## config.mk

```make
export PLATFORM = sky130hd
export DESIGN_NAME = instr_fetch_unit
export DESIGN_NICKNAME = d
export VERILOG_FILES = /design/src/rtl/riscv_pkg.sv /design/src/rtl/fetch_pc_reg.sv /design/src/rtl/instr_fetch_unit.sv
export SDC_FILE = /design/constraint.sdc
export NUM_CORES = 1
export LEC_CHECK = 0
export CAP_MARGIN = 20
export CORE_MARGIN = 2
export CORE_UTILIZATION = 45
export CTS_CLUSTER_DIAMETER = 100
export DETAILED_ROUTE_END_ITERATION = 7
export DONT_BUFFER_PORTS = 1
export PLACE_DENSITY = 0.57
export REMOVE_ABC_BUFFERS = 1
export SYNTH_ARGS = -nofsm -noshare
export SYNTH_HDL_FRONTEND = slang
export SYNTH_SLANG_ARGS = --single-unit
```

## constraint.sdc

```tcl
create_clock -name clk -period 2.5 [get_ports clk]
set_input_delay 0.5 -clock clk [delete_from_list [all_inputs] [get_ports clk]]
set_output_delay 0.5 -clock clk [all_outputs]
set_load 0.01 [all_outputs]
```

## src/rtl/riscv_pkg.sv

```systemverilog
// Shared RV32I fetch definitions: opcode constants, the NOP encoding and the
// fetch FSM state type used by instr_fetch_unit.
package riscv_pkg;

    localparam logic [6:0]  OP_LW     = 7'b0000011;
    localparam logic [6:0]  OP_SW     = 7'b0100011;
    localparam logic [6:0]  OP_R      = 7'b0110011;
    localparam logic [6:0]  OP_BEQ    = 7'b1100011;

    // addi x0,x0,0 -- presented before the first fetch completes
    localparam logic [31:0] INSTR_NOP = 32'h0000_0013;

    typedef enum logic [1:0] {
        IDLE,
        REQ,
        EXEC
    } fetch_state_t;

endpackage

```

## src/rtl/fetch_pc_reg.sv

```systemverilog
// Program counter register with next-PC selection between the sequential
// address and a word-aligned branch target.
module fetch_pc_reg
    import riscv_pkg::*;
#(
    parameter int unsigned            XLEN     = 32,
    parameter logic [XLEN-1:0]        RESET_PC = '0
) (
    input  logic            clk,
    input  logic            rst_n,
    input  logic            advance,
    input  logic            pc_src,
    input  logic [XLEN-1:0] pc_target,
    output logic [XLEN-1:0] pc,
    output logic [XLEN-1:0] pc_plus4
);

    localparam logic [XLEN-1:0] WORD_MASK = {{(XLEN-2){1'b1}}, 2'b00};
    localparam logic [XLEN-1:0] FOUR      = {{(XLEN-3){1'b0}}, 3'b100};

    logic [XLEN-1:0] pc_next;

    // Sequential address wraps naturally at 2^XLEN; targets lose their low two bits
    always_comb begin
        pc_plus4 = pc + FOUR;
        pc_next  = pc_src ? (pc_target & WORD_MASK) : pc_plus4;
    end

    // PC only moves when the executing instruction retires
    always_ff @(posedge clk) begin
        if (!rst_n) begin
            pc <= RESET_PC;
        end else if (advance) begin
            pc <= pc_next;
        end
    end

endmodule

```

## src/rtl/instr_fetch_unit.sv

```systemverilog
// Instruction fetch stage: PC, req/ack fetch from instruction memory,
// instruction register and decode-field slicing for the control unit.
// Optional retired-instruction counter enabled by defining FETCH_PERF_CNT_EN.
module instr_fetch_unit
    import riscv_pkg::*;
#(
    parameter int unsigned     XLEN     = 32,
    parameter logic [XLEN-1:0] RESET_PC = '0,
    parameter int unsigned     CNT_W    = 32
) (
    input  logic             clk,
    input  logic             rst_n,
    output logic             imem_req,
    output logic [XLEN-1:0]  imem_addr,
    input  logic             imem_ack,
    input  logic [31:0]      imem_rdata,
    input  logic             stall,
    input  logic             PCSrc,
    input  logic [XLEN-1:0]  pc_target,
    output logic             instr_valid,
    output logic [31:0]      instr,
    output logic [XLEN-1:0]  pc,
    output logic [XLEN-1:0]  pc_plus4,
    output logic [6:0]       op,
    output logic [2:0]       funct3,
    output logic             funct7_bit5,
    output logic [4:0]       rs1,
    output logic [4:0]       rs2,
    output logic [4:0]       rd
`ifdef FETCH_PERF_CNT_EN
    ,
    output logic [CNT_W-1:0] perf_retired
`endif
);

    fetch_state_t state;
    logic         advance;

    // An instruction retires on any unstalled EXEC cycle
    always_comb begin
        advance = (state == EXEC) && !stall;
    end

    fetch_pc_reg #(
        .XLEN     (XLEN),
        .RESET_PC (RESET_PC)
    ) u_pc_reg (
        .clk       (clk),
        .rst_n     (rst_n),
        .advance   (advance),
        .pc_src    (PCSrc),
        .pc_target (pc_target),
        .pc        (pc),
        .pc_plus4  (pc_plus4)
    );

    // Fetch FSM with registered req/valid and the instruction register
    always_ff @(posedge clk) begin
        if (!rst_n) begin
            state       <= IDLE;
            imem_req    <= 1'b0;
            instr_valid <= 1'b0;
            instr       <= INSTR_NOP;
        end else begin
            case (state)
                IDLE: begin
                    state    <= REQ;
                    imem_req <= 1'b1;
                end
                REQ: begin
                    if (imem_ack) begin
                        instr       <= imem_rdata;
                        state       <= EXEC;
                        imem_req    <= 1'b0;
                        instr_valid <= 1'b1;
                    end
                end
                EXEC: begin
                    if (!stall) begin
                        state       <= REQ;
                        imem_req    <= 1'b1;
                        instr_valid <= 1'b0;
                    end
                end
                default: begin
                    state       <= IDLE;
                    imem_req    <= 1'b0;
                    instr_valid <= 1'b0;
                end
            endcase
        end
    end

    // Fetch address is the PC itself; decode fields are plain slices of instr
    always_comb begin
        imem_addr   = pc;
        op          = instr[6:0];
        funct3      = instr[14:12];
        funct7_bit5 = instr[30];
        rs1         = instr[19:15];
        rs2         = instr[24:20];
        rd          = instr[11:7];
    end

`ifdef FETCH_PERF_CNT_EN
    // Retired-instruction counter, wraps at 2^CNT_W
    always_ff @(posedge clk) begin
        if (!rst_n) begin
            perf_retired <= '0;
        end else if (advance) begin
            perf_retired <= perf_retired + {{(CNT_W-1){1'b0}}, 1'b1};
        end
    end
`endif

endmodule

```

# After elaboration in Yosys (flattened, before gate mapping)
# Cells that the tools add are included.
# classes
n_addsub	1
multipliers	0
div_mod_pow	0
n_lt_le_gt_ge	0
eq_ne	4
shifts	0
n_mux	10
bitwise	1
n_reduce_logical	6
# op_table
operator	count
$add 32x3->32 const B	1
$mux 32	1
$pmux 1 s3	2
$pmux 2 s3	1
$mux 1	4
$mux 2	2
$ne 2x2->1 const B	2
$reduce_and 2->1	2
$reduce_and 3->1	1
$eq 2x1->1 const B	1
$eq 2x2->1 const B	1
$logic_not 2->1	1
$logic_and 1x1->1	1
$logic_not 1->1	1
$not 1->1	1
# word_totals
register_bits	68
latch_bits	0
ram_bits	0
rom_bits	0
input_bits	69
word_cells	27
n_memories	0

# Longest topological paths before layout
# logic_depth
depth_word	3
ltp_mapped	7
ltp_nobuf	5

# Modules after synthesis
# From an unflattened synthesis, not the netlist that was laid out.
# hier_totals
hier_cells	515
hier_area_um2	4275.4
# modules_own_cells
mod	n_inst	cells_each	area_each_um2	seq_area_each_um2
fetch_pc_reg	1	303	2369.8	600.6
instr_fetch_unit	1	212	1905.6	700.7

# Worst setup path before layout
# Ideal clock, no wire load.
# synth_timing
path_type	register to output
start	register u_pc_reg.pc[2]
end	output port pc_plus4[28]
arrival_time_ns	1.888
required_time_ns	2.000
slack_ns	0.112
stages_incl_launch_ff	7
path_cell_list	dfxtp_1 ha_1 and3_1 clkbuf_1 nand4_1 or3_4 xnor2_1
# synth_via
elab_chain_cells	1
# synth_rtl
item	line_no	rtl
start: declaration	fetch_pc_reg.sv:14	output logic [XLEN-1:0] pc,
start signal: assignment	fetch_pc_reg.sv:34	pc <= pc_next;
$add 32x3->32	fetch_pc_reg.sv:25	pc_plus4 = pc + FOUR;
end: declaration	instr_fetch_unit.sv:23	output logic [XLEN-1:0] pc_plus4,
# Every way passes these cells.

# Worst setup path after layout
# layout_timing
start	register u_pc_reg.pc[3]
end	output port pc_plus4[28]
# Same word-level chain as after synthesis.

==> impl_metrics.env <==
export IMPL_antenna_left=0
export IMPL_slew_limit_headroom_pct=59.43
export IMPL_start_kind="flop"
export IMPL_rr_endpoint="u_pc_reg.pc[28]$_SDFFE_PN0N_"
export IMPL_tns_ns=0
export IMPL_multi_input_comb_area_um2=2412
export IMPL_r2r_cells=8
export IMPL_crit_arrival_ns=1.96
export IMPL_clkLatencyLatePin_ns=0.34
export IMPL_reg2reg_slack_ns=0.67
export IMPL_num_vias=3930
export IMPL_skew_ns=0.01111
export IMPL_period_needed_ns=2.464
export IMPL_drive_above_1_share_pct=22.91
export IMPL_first_pass_iters=6
export IMPL_grt_pass1_vias=3526
export IMPL_routabilityCongestion=0.8682
export IMPL_clkTransAtPathRegs_ns=0.08
export IMPL_fin_ws_ns=0.03623
export IMPL_crit_start="u_pc_reg.pc[3]$_SDFFE_PN0N_"
export IMPL_seqPwrFrac_pct=50.1
export IMPL_leakage_uw=0.001760
export IMPL_worstPathMaxFanout=3
export IMPL_htree_num_levels=3
export IMPL_slew_violations=0
export IMPL_hpwl_um=8266
export IMPL_reg2reg_from="u_pc_reg.pc[3]$_SDFFE_PN0N_"
export IMPL_ys_flop_type="dfxtp_1"
export IMPL_swShare_pct=29.09
export IMPL_wire_per_inst_um=18.51
export IMPL_grt_overflow_total=0
export IMPL_yosysWarnings=0
export IMPL_drc=0
export IMPL_ir_worst_vdd_mv=0.2673
export IMPL_p_per_area_nw_per_um2=493.4
export IMPL_grt_max_degree=64
export IMPL_start_util_pct=45.97
export IMPL_timing_final_crit_share_pct=98.55
export IMPL_cts_path_max_buffers=2
export IMPL_p_sw_uw=661.0
export IMPL_cts_made_buffers=9
export IMPL_p_comb_share_pct=8.4
export IMPL_area_growth_pct=8.938
export IMPL_io_pins=225
export IMPL_synth_edf_count=0
export IMPL_nets=615
export IMPL_outcome="finished clean"
export IMPL_whs_ns=0.2497
export IMPL_critPathCapture="pc_plus4[28]"
export IMPL_syn_inst=574
export IMPL_netlist_area_um2=4228
export IMPL_viasPerCell=5.937
export IMPL_crit_type="flop to output pin"
export IMPL_clock_sinks=65
export IMPL_ys_types=60
export IMPL_intPower_uw=1611
export IMPL_cts_tree="built"
export IMPL_cp_required_ns=2.00
export IMPL_p_clk_share_pct=41.5
export IMPL_fp_dieArea_um2=10190
export IMPL_cp_end_kind="output pin"
export IMPL_grt_first_pass_wirelength_um=18170
export IMPL_finalPower_uw=2272
export IMPL_drt_iter0_drc=170
export IMPL_grt_use_total_pct=22.41
export IMPL_num_rows=35
export IMPL_fillers=925
export IMPL_synthArstFlopShare_pct=0
export IMPL_drv_cap=0
export IMPL_ctsRootBufferMaster="clkbuf_8"
export IMPL_tightest_slew_ns=0.6086
export IMPL_rsz0062_at_grt="yes"
export IMPL_avgSynthCellArea_um2=7.366
export IMPL_layout_area_seq_um2=1318
export IMPL_dieHeight_um=100.9
export IMPL_portBuffers=0
export IMPL_min_path_type="input port to flop"
export IMPL_finalHoldViolCount=0
export IMPL_core_area_um2=9196
export IMPL_setup_viol=0
export IMPL_fmax_ghz=0.4059
export IMPL_synth_seq_cells=65
export IMPL_drt_total_wl_um=12260
export IMPL_die_x_um=100.9
export IMPL_antenna_found_initial=1
export IMPL_holdBufCountCts=0
export IMPL_yosysSeqAreaShare_pct=30.78
export IMPL_place_ws_ns=0.1242
==> placed cells by master (no fill, tap or decap), drive strengths merged, types with 5 or more instances in the layout <==
cell and instances:
o31ai 5, nand4 14, o21ai 16, nor4 13, and3 13, clkbuf 9, nand3 35, nand2 104
xnor2 17, dfxtp 65, buf 67, conb 6, xor2 10, a31oi 10, o211ai 10, nor2 23
nor3 12, inv 9, a21oi 46
==> synthesized netlist by cell type (5+ instances only) <==
| cell type | instances | share of area [%] |
|---|---|---|
| o21ai_0 | 16 | 1.9 |
| and3_1 | 13 | 1.9 |
| nor2_1 | 23 | 2.0 |
| clkbuf_1 | 32 | 2.8 |
| a21oi_1 | 46 | 5.4 |
| dfxtp_1 | 65 | 31 |
| nor4_1 | 11 | 1.6 |
| o31ai_1 | 5 | 0.89 |
| inv_1 | 7 | 0.62 |
| nand2_1 | 104 | 9.2 |
| buf_4 | 62 | 11 |
| xor2_1 | 10 | 2.1 |
| o211ai_1 | 10 | 1.8 |
| a31oi_1 | 10 | 1.5 |
| buf_1 | 7 | 0.62 |
| buf_2 | 9 | 1.1 |
| nand4_1 | 13 | 1.9 |
| xnor2_1 | 17 | 3.5 |
| nor3_1 | 12 | 1.4 |
| nand3_1 | 34 | 4.0 |
==> worst min-delay path by stage <==
stage / start / end / depth (start not counted)
after global placement: instr[29]$_SDFFE_PN0P_ / instr[29]$_SDFFE_PN0P_ / 2
after global routing: rst_n / instr[1]$_SDFFE_PN1P_ / 1
final: rst_n / instr[4]$_SDFFE_PN1P_ / 1
after CTS: rst_n / instr[0]$_SDFFE_PN1P_ / 1
after floorplan: instr[25]$_SDFFE_PN0P_ / instr[25]$_SDFFE_PN0P_ / 2
after detailed placement: instr[29]$_SDFFE_PN0P_ / instr[29]$_SDFFE_PN0P_ / 2
==> state kept, by name (all words and copies together) (netlist names) <==
signal       cells
instr           32
u_pc_reg.pc     30
state            2
instr_valid      1
==> power groups by stage <==
| stage | Combinational [µW] | Sequential, µW | Clock, µW |
|---|---|---|---|
| 2_1_floorplan | 117 | 1170 | 0 |
| 3_3_place_gp | 184 | 1160 | 0 |
| 3_5_place_dp | 189 | 1160 | 0 |
| 4_1_cts | 190 | 1140 | 965 |
| 5_1_grt | 213 | 1150 | 1010 |
| 6_report | 191 | 1140 | 943 |
==> cells by family (layout without fill, tap and decap cells) <==
group,count (synthesis),count (layout),share of synthesized area (%)
AOI/OAI and AO/OA,117,117,17.52
xor gates and xnor gates,27,27,5.593
adders and majority gates,1,1,0.2959
buffers and inverters,119,90,16.40
DFF,65,65,30.78
muxes,3,3,0.7399
other,1,7,0.08870
and+or+nand+nor,241,241,28.59
==> through the flow <==
step / utilization (%) / std cells / cell area, µm²
2_1_floorplan: - / 467 / 3580
3_3_place_gp: 44.93 / 632 / 4131
3_5_place_dp: 44.93 / 632 / 4131
4_1_cts: 48.29 / 655 / 4441
5_1_grt: 50.08 / 662 / 4606
6_report: 50.08 / 662 / 4606
==> worst max-delay path, cell delays in order, from the launching register on <==
cell     delay [ns]
dfxtp_2        0.36
ha_4           0.15
and3_4         0.19
nand4_1        0.23
or3_4          0.42
xnor2_2        0.14
buf_4          0.14
==> routing by layer <==
metal | global-route usage (%) | vias to the layer above | wire length, µm
li1 | - | 1880 | -
met1 | 29.56 | 1898 | 5449
met2 | 35.49 | 141 | 5800
met3 | 7.074 | 11 | 864
met4 | 5.821 | 0 | 140
met5 | 0 | - | 0
==> area by class of cell <==
class | instances | area share (%)
inverters | 7 | 0.5705
flip-flops and latches | 65 | 28.61
diodes | 1 | 0.05433
multi-input cells | 395 | 52.38
clock inverters | 7 | 1.684
repair buffers | 67 | 11.00
well taps | 111 | 3.015
clock buffers | 9 | 2.689
==> repair_timing <==
item	in CTS	in global routing
setup endpoints to repair	13	16
setup buffers	7	6
resized for setup	14	25
hold endpoints to repair	0	0
pin swaps	7	9
Power figures use the tool's default switching activity.
